--- src/rtl/rmii_rx_deframer_if.sv ---
// Receive byte stream and per-frame status from the RMII deframer to its consumer.
interface rmii_rx_deframer_if;
    logic [7:0]  Out_RX_Data;
    logic        Out_RX_Valid;
    logic        Out_RX_SOF;
    logic        Out_RX_EOF;
    logic        Out_RX_CRC_OK;
    logic        Out_RX_Err;
    logic [10:0] Out_RX_Length;

    modport master (
        output Out_RX_Data, Out_RX_Valid, Out_RX_SOF, Out_RX_EOF,
        output Out_RX_CRC_OK, Out_RX_Err, Out_RX_Length
    );

    modport slave (
        input Out_RX_Data, Out_RX_Valid, Out_RX_SOF, Out_RX_EOF,
        input Out_RX_CRC_OK, Out_RX_Err, Out_RX_Length
    );
endinterface

--- src/rtl/rmii_rx_deframer.sv ---
// RMII receive deframer: strips preamble/SFD, assembles dibits into bytes,
// checks the Ethernet FCS and reports CRC/length/alignment status per frame.
module rmii_rx_deframer #(
    parameter int MAX_FRAME_BYTES = 1518,
    parameter int MIN_FRAME_BYTES = 64
) (
    input  logic               In_CLK_50,
    input  logic               In_Reset_N,
    input  logic               In_PHY_RX0,
    input  logic               In_PHY_RX1,
    input  logic               In_PHY_CRS,
    rmii_rx_deframer_if.master rx
);

    localparam logic [31:0] CRC_POLY    = 32'hEDB8_8320;
    localparam logic [31:0] CRC_INIT    = 32'hFFFF_FFFF;
    localparam logic [31:0] CRC_RESIDUE = 32'hDEBB_20E3;
    localparam logic [10:0] MAX_LEN     = 11'(MAX_FRAME_BYTES);
    localparam logic [10:0] MIN_LEN     = 11'(MIN_FRAME_BYTES);
    localparam logic [10:0] LONG_LEN    = 11'(MAX_FRAME_BYTES + 1);

    typedef enum logic [2:0] {
        ST_IDLE     = 3'd0,
        ST_PREAMBLE = 3'd1,
        ST_DATA     = 3'd2,
        ST_DROP     = 3'd3,
        ST_END      = 3'd4
    } state_t;

    function automatic logic [31:0] crc32_bit(input logic [31:0] crc, input logic b);
        logic [31:0] shifted;
        shifted = {1'b0, crc[31:1]};
        if (crc[0] ^ b) begin
            return shifted ^ CRC_POLY;
        end else begin
            return shifted;
        end
    endfunction

    // Bit 0 of the dibit is first on the wire.
    function automatic logic [31:0] crc32_dibit(input logic [31:0] crc, input logic [1:0] dibit);
        return crc32_bit(crc32_bit(crc, dibit[0]), dibit[1]);
    endfunction

    logic [1:0]  s0_dibit_r, s1_dibit_r;
    logic        s0_crs_r, s1_crs_r;
    state_t      state_r, state_s;
    logic [31:0] crc_r, crc_s;
    logic [5:0]  shift_r, shift_s;
    logic [1:0]  dcnt_r, dcnt_s;
    logic [10:0] bcnt_r, bcnt_s;
    logic        long_r, long_s;
    logic        loud_r, loud_s;
    logic        sof_arm_r, sof_arm_s;
    logic [7:0]  data_r, data_s;
    logic        valid_r, valid_s;
    logic        sof_r, sof_s;
    logic        eof_r, eof_s;
    logic        crc_ok_r, crc_ok_s;
    logic        err_r, err_s;
    logic [10:0] len_r, len_s;
    logic        accepted_s;
    logic        crc_match_s;

    // Two-stage pin pipeline; S0 carrier lets a late CRS_DV toggle keep S1 accepted.
    always_ff @(posedge In_CLK_50 or negedge In_Reset_N) begin
        if (!In_Reset_N) begin
            s0_dibit_r <= 2'b00;
            s0_crs_r   <= 1'b0;
            s1_dibit_r <= 2'b00;
            s1_crs_r   <= 1'b0;
        end else begin
            s0_dibit_r <= {In_PHY_RX1, In_PHY_RX0};
            s0_crs_r   <= In_PHY_CRS;
            s1_dibit_r <= s0_dibit_r;
            s1_crs_r   <= s0_crs_r;
        end
    end

    // Next-state and datapath decode for the deframing FSM.
    always_comb begin
        accepted_s  = s1_crs_r | s0_crs_r;
        crc_match_s = (crc_r == CRC_RESIDUE);
        state_s     = state_r;
        crc_s       = crc_r;
        shift_s     = shift_r;
        dcnt_s      = dcnt_r;
        bcnt_s      = bcnt_r;
        long_s      = long_r;
        loud_s      = loud_r;
        sof_arm_s   = sof_arm_r;
        data_s      = data_r;
        valid_s     = 1'b0;
        sof_s       = 1'b0;
        eof_s       = 1'b0;
        crc_ok_s    = crc_ok_r;
        err_s       = err_r;
        len_s       = len_r;
        case (state_r)
            ST_IDLE: begin
                if (accepted_s) begin
                    case (s1_dibit_r)
                        2'b01:   state_s = ST_PREAMBLE;
                        2'b00:   state_s = ST_IDLE;
                        default: begin
                            state_s = ST_DROP;
                            loud_s  = 1'b0;
                        end
                    endcase
                end else begin
                    state_s = ST_IDLE;
                end
            end
            ST_PREAMBLE: begin
                if (!accepted_s) begin
                    state_s = ST_IDLE;
                end else begin
                    case (s1_dibit_r)
                        2'b11: begin
                            state_s   = ST_DATA;
                            dcnt_s    = 2'd0;
                            bcnt_s    = 11'd0;
                            crc_s     = CRC_INIT;
                            sof_arm_s = 1'b1;
                            long_s    = 1'b0;
                        end
                        2'b10: begin
                            state_s = ST_DROP;
                            loud_s  = 1'b0;
                        end
                        default: state_s = ST_PREAMBLE;
                    endcase
                end
            end
            ST_DATA: begin
                if (!accepted_s) begin
                    state_s = ST_END;
                end else begin
                    crc_s   = crc32_dibit(crc_r, s1_dibit_r);
                    shift_s = {s1_dibit_r, shift_r[5:2]};
                    dcnt_s  = dcnt_r + 2'd1;
                    if (dcnt_r == 2'd3) begin
                        if (bcnt_r == MAX_LEN) begin
                            bcnt_s  = LONG_LEN;
                            long_s  = 1'b1;
                            loud_s  = 1'b1;
                            state_s = ST_DROP;
                        end else begin
                            data_s    = {s1_dibit_r, shift_r};
                            valid_s   = 1'b1;
                            sof_s     = sof_arm_r;
                            sof_arm_s = 1'b0;
                            bcnt_s    = bcnt_r + 11'd1;
                        end
                    end else begin
                        bcnt_s = bcnt_r;
                    end
                end
            end
            ST_DROP: begin
                if (!accepted_s) begin
                    state_s = loud_r ? ST_END : ST_IDLE;
                end else begin
                    state_s = ST_DROP;
                end
            end
            ST_END: begin
                eof_s    = 1'b1;
                crc_ok_s = crc_match_s;
                len_s    = bcnt_r;
                err_s    = !crc_match_s | (bcnt_r < MIN_LEN) | long_r | (dcnt_r != 2'd0);
                state_s  = ST_IDLE;
            end
            default: state_s = ST_IDLE;
        endcase
    end

    // FSM state, datapath and registered outputs.
    always_ff @(posedge In_CLK_50 or negedge In_Reset_N) begin
        if (!In_Reset_N) begin
            state_r   <= ST_IDLE;
            crc_r     <= 32'h0000_0000;
            shift_r   <= 6'd0;
            dcnt_r    <= 2'd0;
            bcnt_r    <= 11'd0;
            long_r    <= 1'b0;
            loud_r    <= 1'b0;
            sof_arm_r <= 1'b0;
            data_r    <= 8'h00;
            valid_r   <= 1'b0;
            sof_r     <= 1'b0;
            eof_r     <= 1'b0;
            crc_ok_r  <= 1'b0;
            err_r     <= 1'b0;
            len_r     <= 11'd0;
        end else begin
            state_r   <= state_s;
            crc_r     <= crc_s;
            shift_r   <= shift_s;
            dcnt_r    <= dcnt_s;
            bcnt_r    <= bcnt_s;
            long_r    <= long_s;
            loud_r    <= loud_s;
            sof_arm_r <= sof_arm_s;
            data_r    <= data_s;
            valid_r   <= valid_s;
            sof_r     <= sof_s;
            eof_r     <= eof_s;
            crc_ok_r  <= crc_ok_s;
            err_r     <= err_s;
            len_r     <= len_s;
        end
    end

    assign rx.Out_RX_Data   = data_r;
    assign rx.Out_RX_Valid  = valid_r;
    assign rx.Out_RX_SOF    = sof_r;
    assign rx.Out_RX_EOF    = eof_r;
    assign rx.Out_RX_CRC_OK = crc_ok_r;
    assign rx.Out_RX_Err    = err_r;
    assign rx.Out_RX_Length = len_r;

endmodule

--- src/flat_wrapper.sv ---
// flat-port wrapper written by rule: the top's interface ports become plain ports
module rmii_rx_deframer_flat 
#(
    parameter int MAX_FRAME_BYTES = 1518,
    parameter int MIN_FRAME_BYTES = 64
)
  (In_CLK_50, In_Reset_N, In_PHY_RX0, In_PHY_RX1, In_PHY_CRS, rx_Out_RX_Data, rx_Out_RX_Valid, rx_Out_RX_SOF, rx_Out_RX_EOF, rx_Out_RX_CRC_OK, rx_Out_RX_Err, rx_Out_RX_Length);
  rmii_rx_deframer_if rx_i ();
  input  logic In_CLK_50;
  input  logic In_Reset_N;
  input  logic In_PHY_RX0;
  input  logic In_PHY_RX1;
  input  logic In_PHY_CRS;
  output wire logic [$bits(rx_i.Out_RX_Data)-1:0] rx_Out_RX_Data;
  output wire logic [$bits(rx_i.Out_RX_Valid)-1:0] rx_Out_RX_Valid;
  output wire logic [$bits(rx_i.Out_RX_SOF)-1:0] rx_Out_RX_SOF;
  output wire logic [$bits(rx_i.Out_RX_EOF)-1:0] rx_Out_RX_EOF;
  output wire logic [$bits(rx_i.Out_RX_CRC_OK)-1:0] rx_Out_RX_CRC_OK;
  output wire logic [$bits(rx_i.Out_RX_Err)-1:0] rx_Out_RX_Err;
  output wire logic [$bits(rx_i.Out_RX_Length)-1:0] rx_Out_RX_Length;
  assign rx_Out_RX_Data = rx_i.Out_RX_Data;
  assign rx_Out_RX_Valid = rx_i.Out_RX_Valid;
  assign rx_Out_RX_SOF = rx_i.Out_RX_SOF;
  assign rx_Out_RX_EOF = rx_i.Out_RX_EOF;
  assign rx_Out_RX_CRC_OK = rx_i.Out_RX_CRC_OK;
  assign rx_Out_RX_Err = rx_i.Out_RX_Err;
  assign rx_Out_RX_Length = rx_i.Out_RX_Length;
  rmii_rx_deframer #(.MAX_FRAME_BYTES(MAX_FRAME_BYTES), .MIN_FRAME_BYTES(MIN_FRAME_BYTES)) u_core (.In_CLK_50(In_CLK_50), .In_Reset_N(In_Reset_N), .In_PHY_RX0(In_PHY_RX0), .In_PHY_RX1(In_PHY_RX1), .In_PHY_CRS(In_PHY_CRS), .rx(rx_i));
endmodule
--- config.mk ---
export PLATFORM = sky130hd
export DESIGN_NAME = rmii_rx_deframer_flat
export DESIGN_NICKNAME = d
export VERILOG_FILES = /design/src/rtl/rmii_rx_deframer_if.sv /design/src/rtl/rmii_rx_deframer.sv /design/src/flat_wrapper.sv
export SDC_FILE = /design/constraint.sdc
export NUM_CORES = 1
export LEC_CHECK = 0
export ABC_AREA = 1
export CAP_MARGIN = 20
export CORE_MARGIN = 3
export CORE_UTILIZATION = 63
export CTS_CLUSTER_DIAMETER = 80
export CTS_CLUSTER_SIZE = 14
export DETAILED_ROUTE_END_ITERATION = 8
export PLACE_DENSITY = 0.94
export SETUP_SLACK_MARGIN = 0.02
export SYNTH_ARGS = -nofsm -noshare
export SYNTH_HDL_FRONTEND = slang
export SYNTH_SLANG_ARGS = --single-unit
--- constraint.sdc ---
create_clock -name In_CLK_50 -period 4.06 [get_ports In_CLK_50]
set_input_delay 1.015 -clock In_CLK_50 [delete_from_list [all_inputs] [get_ports In_CLK_50]]
set_output_delay 1.015 -clock In_CLK_50 [all_outputs]
set_load 0.03 [all_outputs]
# Word level (Yosys, flattened, before mapping)
# Index checks and enable logic that the tools add are counted.
# op_classes
magnitude_cmp,1
n_mux,54
reduce_logical,15
n_eq_ne,21
n_addsub,2
bitwise_logic,9
# ops
op,count
$mux 32,7
$pmux 32 s2,1
$mux 11,5
$eq 32x32->1 const B,1
$not 13->14,2
$mux 1,23
$pmux 11 s2,1
$mux 3,6
$ne 2x1->1 const B,7
$pmux 2 s2,3
$pmux 3 s4,1
$reduce_and 6->1,2
$add 11x1->11 const B,1
$eq 11x11->1 const B,1
$lt 11x7->1 const B,1
$mux 2,4
$reduce_and 4->1,2
$reduce_and 8->1,1
$eq 2x2->1 const B,3
$eq 3x2->1 const B,2
$ne 3x3->1 const B,2
$reduce_and 5->1,1
$ne 2x2->1 const B,2
$or 1x1->1,4
15 further kinds,19
# totals
register_bits,87
in_bits,5

# Longest topological paths before layout
# depth
ltp_word,8
ltp_mapped,10
depth_no_buf,9

# Least setup slack after synthesis
# No wires, ideal clock.
# synth_timing
path_kind,reg-to-output
from,"register u_core.crc_ok_r, in the netlist u_core.rx.Out_RX_CRC_OK"
to,output port rx_Out_RX_CRC_OK
t_arrival_ns,0.482
path_slack_ns,2.563
stages_incl_launch_ff,1
cell_sequence,dfrtp_1
# synth_lines
element,line_no,text
"start, declared",rmii_rx_deframer.sv:59,"logic crc_ok_r, crc_ok_s;"
"start signal, assigned",rmii_rx_deframer.sv:209,crc_ok_r <= crc_ok_s;
"end, declared",flat_wrapper.sv:18,output wire logic [$bits(rx_i.Out_RX_CRC_OK)-1:0] rx_Out_RX_CRC_OK;
# No word-level cell between the ends.

# Worst setup path in the final report
# layout_timing
from,register u_core.state_r[0]
to,register u_core.long_r
# layout_between
elab_chain_len,3
word_cells_on_any_way,10
cone_classes,7 x eq/ne; 1 x mux; 2 x reduce/logical
# layout_rtl
element,line_no,text
"start, declared",rmii_rx_deframer.sv:47,"state_t state_r, state_s;"
"start signal, assigned",rmii_rx_deframer.sv:197,state_r <= state_s;
$eq 3x2->1 / $eq 3x1->1 (equally long branches),rmii_rx_deframer.sv:99,case (state_r)
$ne 2x1->1 (no source line) / $reduce_bool 2->1 (equally long branches),--,
$reduce_and 6->1 (no source line),--,
"end signal, assigned",rmii_rx_deframer.sv:202,long_r <= long_s;
"end, declared",rmii_rx_deframer.sv:52,"logic long_r, long_s;"
# Parallel ways exist; a longest one is shown, timed or not.
# A chain may end at the register's enable or synchronous reset.

==> flow_summary.toml <==
[outcome]
outcome = "finished clean"

[sta]
timing.final.setup_violations = 0
totalNegativeSetupSlack_ps = 0
unrepaired_setup_endpoints_after_global_routing = "no"
slew_viol_final = 0
timing.final.crit_period_ps = 2490
final.period_utilization_pct = 61.4
timing.hold.ws_ps = 358
achievable_frequency_ghz = 0.401
timing.slew.headroom_pct = 54.6
timing_hold_violations_final = 0
worstMarginPinSlew_ps = 681
timing.clock.skew_ps = 7.86
worst_slack_ps = 1570

[pwr]
switchingPower_mw = 1.41
sequentialPowerShare_pct = 39.5
power_mw = 3.30
power.share.combinational_pct = 42.7
switching_share_pct = 42.8
clockPowerShare_pct = 17.9
power-per-cell-area_nw_per_um2 = 697
standby_leakage_power_nw = 2.43
p_int_mw = 1.89
maximum_ir_drop_on_the_vdd_rail_mv = 0.479

[cells_and_area]
finish.net_count = 559
stdcell_count = 632
share_of_cells_above_drive_strength_1_pct = 7.39
final_cell_mix = "sky130_fd_sc_hd__nand2_1 (178), sky130_fd_sc_hd__dfrtp_1 (87), sky130_fd_sc_hd__inv_1 (65)"
layout-area-overhead-vs-synth_pct = 11.5
final_common_cell = "sky130_fd_sc_hd__nand2_1"
antennaDiodeCount = 0
final_design_area_no_fill_um2 = 4740
n_fill_cell = 491
utilization_pct = 73.4

[clocking]
holdBufCountCts = 0
cts_resized = 0
clock-sinks = 87
htree_levels = 3
root_buffer = "sky130_fd_sc_hd__clkbuf_8"
cts_tree = "built"
tritoncts.num_buffers = 9
clk_latency_ps = 360
max-clock-path-buffers = 2
path_clk_slew_ps = 80
cts.repair_timing.setup_buffer_count = 0

[synthesis]
synth.ff_latch_count = 87
netlist_instances = 526
yosysSeqAreaShare_pct = 51.2
synth_ff_type = "sky130_fd_sc_hd__dfrtp_1"
number_of_enable_flip_flop_cells_after_synthesis = 0
synth_fp_nets = 535
synth.cell_area_um2 = 4250
ys_warn_count = 0
postSynth.asyncResetShare_pct = 100
post_synth.cell_area_avg_um2 = 8.09
unique_masters_post_synth = 30

[global_route]
global_route.usage.total_pct = 24.8
grt.overflow.total = 0
initial_antenna_violation_count = 0
via_count_of_the_first_global_routing_pass = 3330
largest_net_degree_at_the_start_of_global_routing = 88
grt_pass1_wl_um = 15000

[place]
port_buffers = 28
pre_cts_ws_ps = 1620
dpl.cell_count = 615
sum_of_net_half_perimeters_after_detailed_placement_um = 5860
gpl.final_weighted_congestion = 0.869
place_area_um2 = 4520

[routing]
detail_route.first_pass.iterations = 5
routed_wire_length_per_instance_um = 14.0
drt-total-wl_um = 8850
via_count = 3459
final_antenna_net_count = 0
detail_route.iter0.violations = 287
post_drt_via_cell_ratio = 5.47
drc = 0

[critical_path]
crit_chain = "inv_1 -> nand3_2 -> nand2_1 -> nand3_2 -> nor2_2 -> nand2_1 -> nand2_1 -> nand2_1"
worst_path_most_repeated_cell = "sky130_fd_sc_hd__nand2_1"
timing.critical_path.required_ps = 4310
cpMaxStageDelayCell = "sky130_fd_sc_hd__nor2_2"
cp_data_arrival_time_ps = 2740
critical-path-max-stage-delay_ps = 600
worstReg2RegEnd = "u_core.long_r$_DFFE_PN0P_"
worst_setup_path_class = "flop to flop"
critical_path_peak_fanout = 35
r2r_slack_ps = 1570
setup.worst_path.start = "u_core.state_r[0]$_DFFE_PN0P_"
critical_path.startpoint_type = "flop"
worst-r2r-cell-count = 8
critical_path.reg2reg.startpoint = "u_core.state_r[0]$_DFFE_PN0P_"
crit_end = "u_core.long_r$_DFFE_PN0P_"
cp-end-kind = "flop"

[floorplan]
placementRows = 29
die_y_um = 88.2
core_um2 = 6460
dieArea_um2 = 7770
top_level_ports = 29
chipWidth_um = 88.2
initial_utilization_pct = 65.8

[hold_path]
min-delay-path-class = "flop to flop"

[job]
cap_violations = 0
==> synthesized netlist by cell type (2+ instances only) <==
cell type	number	area share, %
sky130_fd_sc_hd__a22oi_1	12	2.1
sky130_fd_sc_hd__clkbuf_1	3	0.26
sky130_fd_sc_hd__nand2_2	2	0.29
sky130_fd_sc_hd__xor2_1	14	2.9
sky130_fd_sc_hd__nand3_1	35	4.1
sky130_fd_sc_hd__nand3_2	4	0.94
sky130_fd_sc_hd__o21ai_1	4	0.47
sky130_fd_sc_hd__buf_4	6	1.1
sky130_fd_sc_hd__nand2_1	178	16
sky130_fd_sc_hd__a21oi_1	19	2.2
sky130_fd_sc_hd__or2_2	2	0.29
sky130_fd_sc_hd__buf_6	2	0.53
sky130_fd_sc_hd__nand4_1	6	0.88
sky130_fd_sc_hd__dfrtp_1	87	51
sky130_fd_sc_hd__nor2_1	34	3.0
sky130_fd_sc_hd__o21ai_0	17	2.0
sky130_fd_sc_hd__buf_2	5	0.59
sky130_fd_sc_hd__inv_1	65	5.7
sky130_fd_sc_hd__ha_1	4	1.2
sky130_fd_sc_hd__nor3_1	7	0.82
sky130_fd_sc_hd__nor2_2	4	0.59
sky130_fd_sc_hd__o21ai_2	3	0.62
sky130_fd_sc_hd__nor2_4	2	0.53
sky130_fd_sc_hd__inv_2	5	0.44
==> cell type report <==
type                            count  area (um2)  area share, %
Sequential cell                    87        2180           45.9
Clock inverter                      5        58.8           1.24
Multi-Input combinational cell    352        1700           35.9
Timing Repair Buffer               29         305           6.44
Clock buffer                       11         131           2.77
Inverter                           71         269           5.67
Tap cell                           77        96.3           2.03
==> worst min path at each step <==
stage	startpoint	endpoint	depth (start not counted)	slack [ps]
after global routing	u_core.s0_dibit_r[0]$_DFF_PN0_	u_core.s1_dibit_r[0]$_DFF_PN0_	0	370
after CTS	u_core.s0_dibit_r[0]$_DFF_PN0_	u_core.s1_dibit_r[0]$_DFF_PN0_	0	360
after detailed placement	u_core.s0_dibit_r[0]$_DFF_PN0_	u_core.s1_dibit_r[0]$_DFF_PN0_	0	350
final	u_core.s0_dibit_r[0]$_DFF_PN0_	u_core.s1_dibit_r[0]$_DFF_PN0_	0	360
after global placement	u_core.s0_dibit_r[1]$_DFF_PN0_	u_core.s1_dibit_r[1]$_DFF_PN0_	0	330
after floorplan	u_core.s0_dibit_r[0]$_DFF_PN0_	u_core.s1_dibit_r[0]$_DFF_PN0_	0	330
==> critical path: cells and delay by family (launching register included) <==
kind                   cells  cell delay (ps)
buffers and inverters      1              120
and+or+nand+nor            7             1820
DFF                        1              450
==> sequential cells by signal, indices dropped and copies added (netlist names), 2 cells and up <==
register / cells
u_core.s1_dibit_r: 2
u_core.state_r: 3
u_core.crc_r: 32
u_core.rx.Out_RX_Data: 8
u_core.s0_dibit_r: 2
u_core.rx.Out_RX_Length: 11
u_core.shift_r: 6
u_core.bcnt_r: 11
u_core.dcnt_r: 2
==> routing by layer <==
metal / track usage (%) / up-vias / wire [um]
met1: 32.1 / 1644 / 3840
li1: - / 1692 / -
met2: 40.4 / 99 / 4380
met3: 5.36 / 24 / 409
met5: 0 / - / 0
met4: 11.0 / 0 / 216
==> power groups by stage <==
stage / Sequential [mW] / Clock, mW / Combinational (mW)
floorplan: 1.38 / 0 / 0.985
global placement: 1.29 / 0 / 1.32
detailed placement: 1.31 / 0 / 1.39
CTS: 1.30 / 0.594 / 1.40
global route: 1.33 / 0.638 / 1.58
finish: 1.30 / 0.590 / 1.41
==> logic make-up after synthesis <==
| group | Yosys count | synth area share (%) |
|---|---|---|
| buffers and inverters | 87 | 8.77 |
| adders and majority gates | 4 | 1.18 |
| and+or+nand+nor | 276 | 27.9 |
| AOI/OAI and AO/OA | 57 | 7.83 |
| DFF | 87 | 51.2 |
| xor gates and xnor gates | 15 | 3.09 |
No activity file was read; power rests on OpenSTA's default activity.
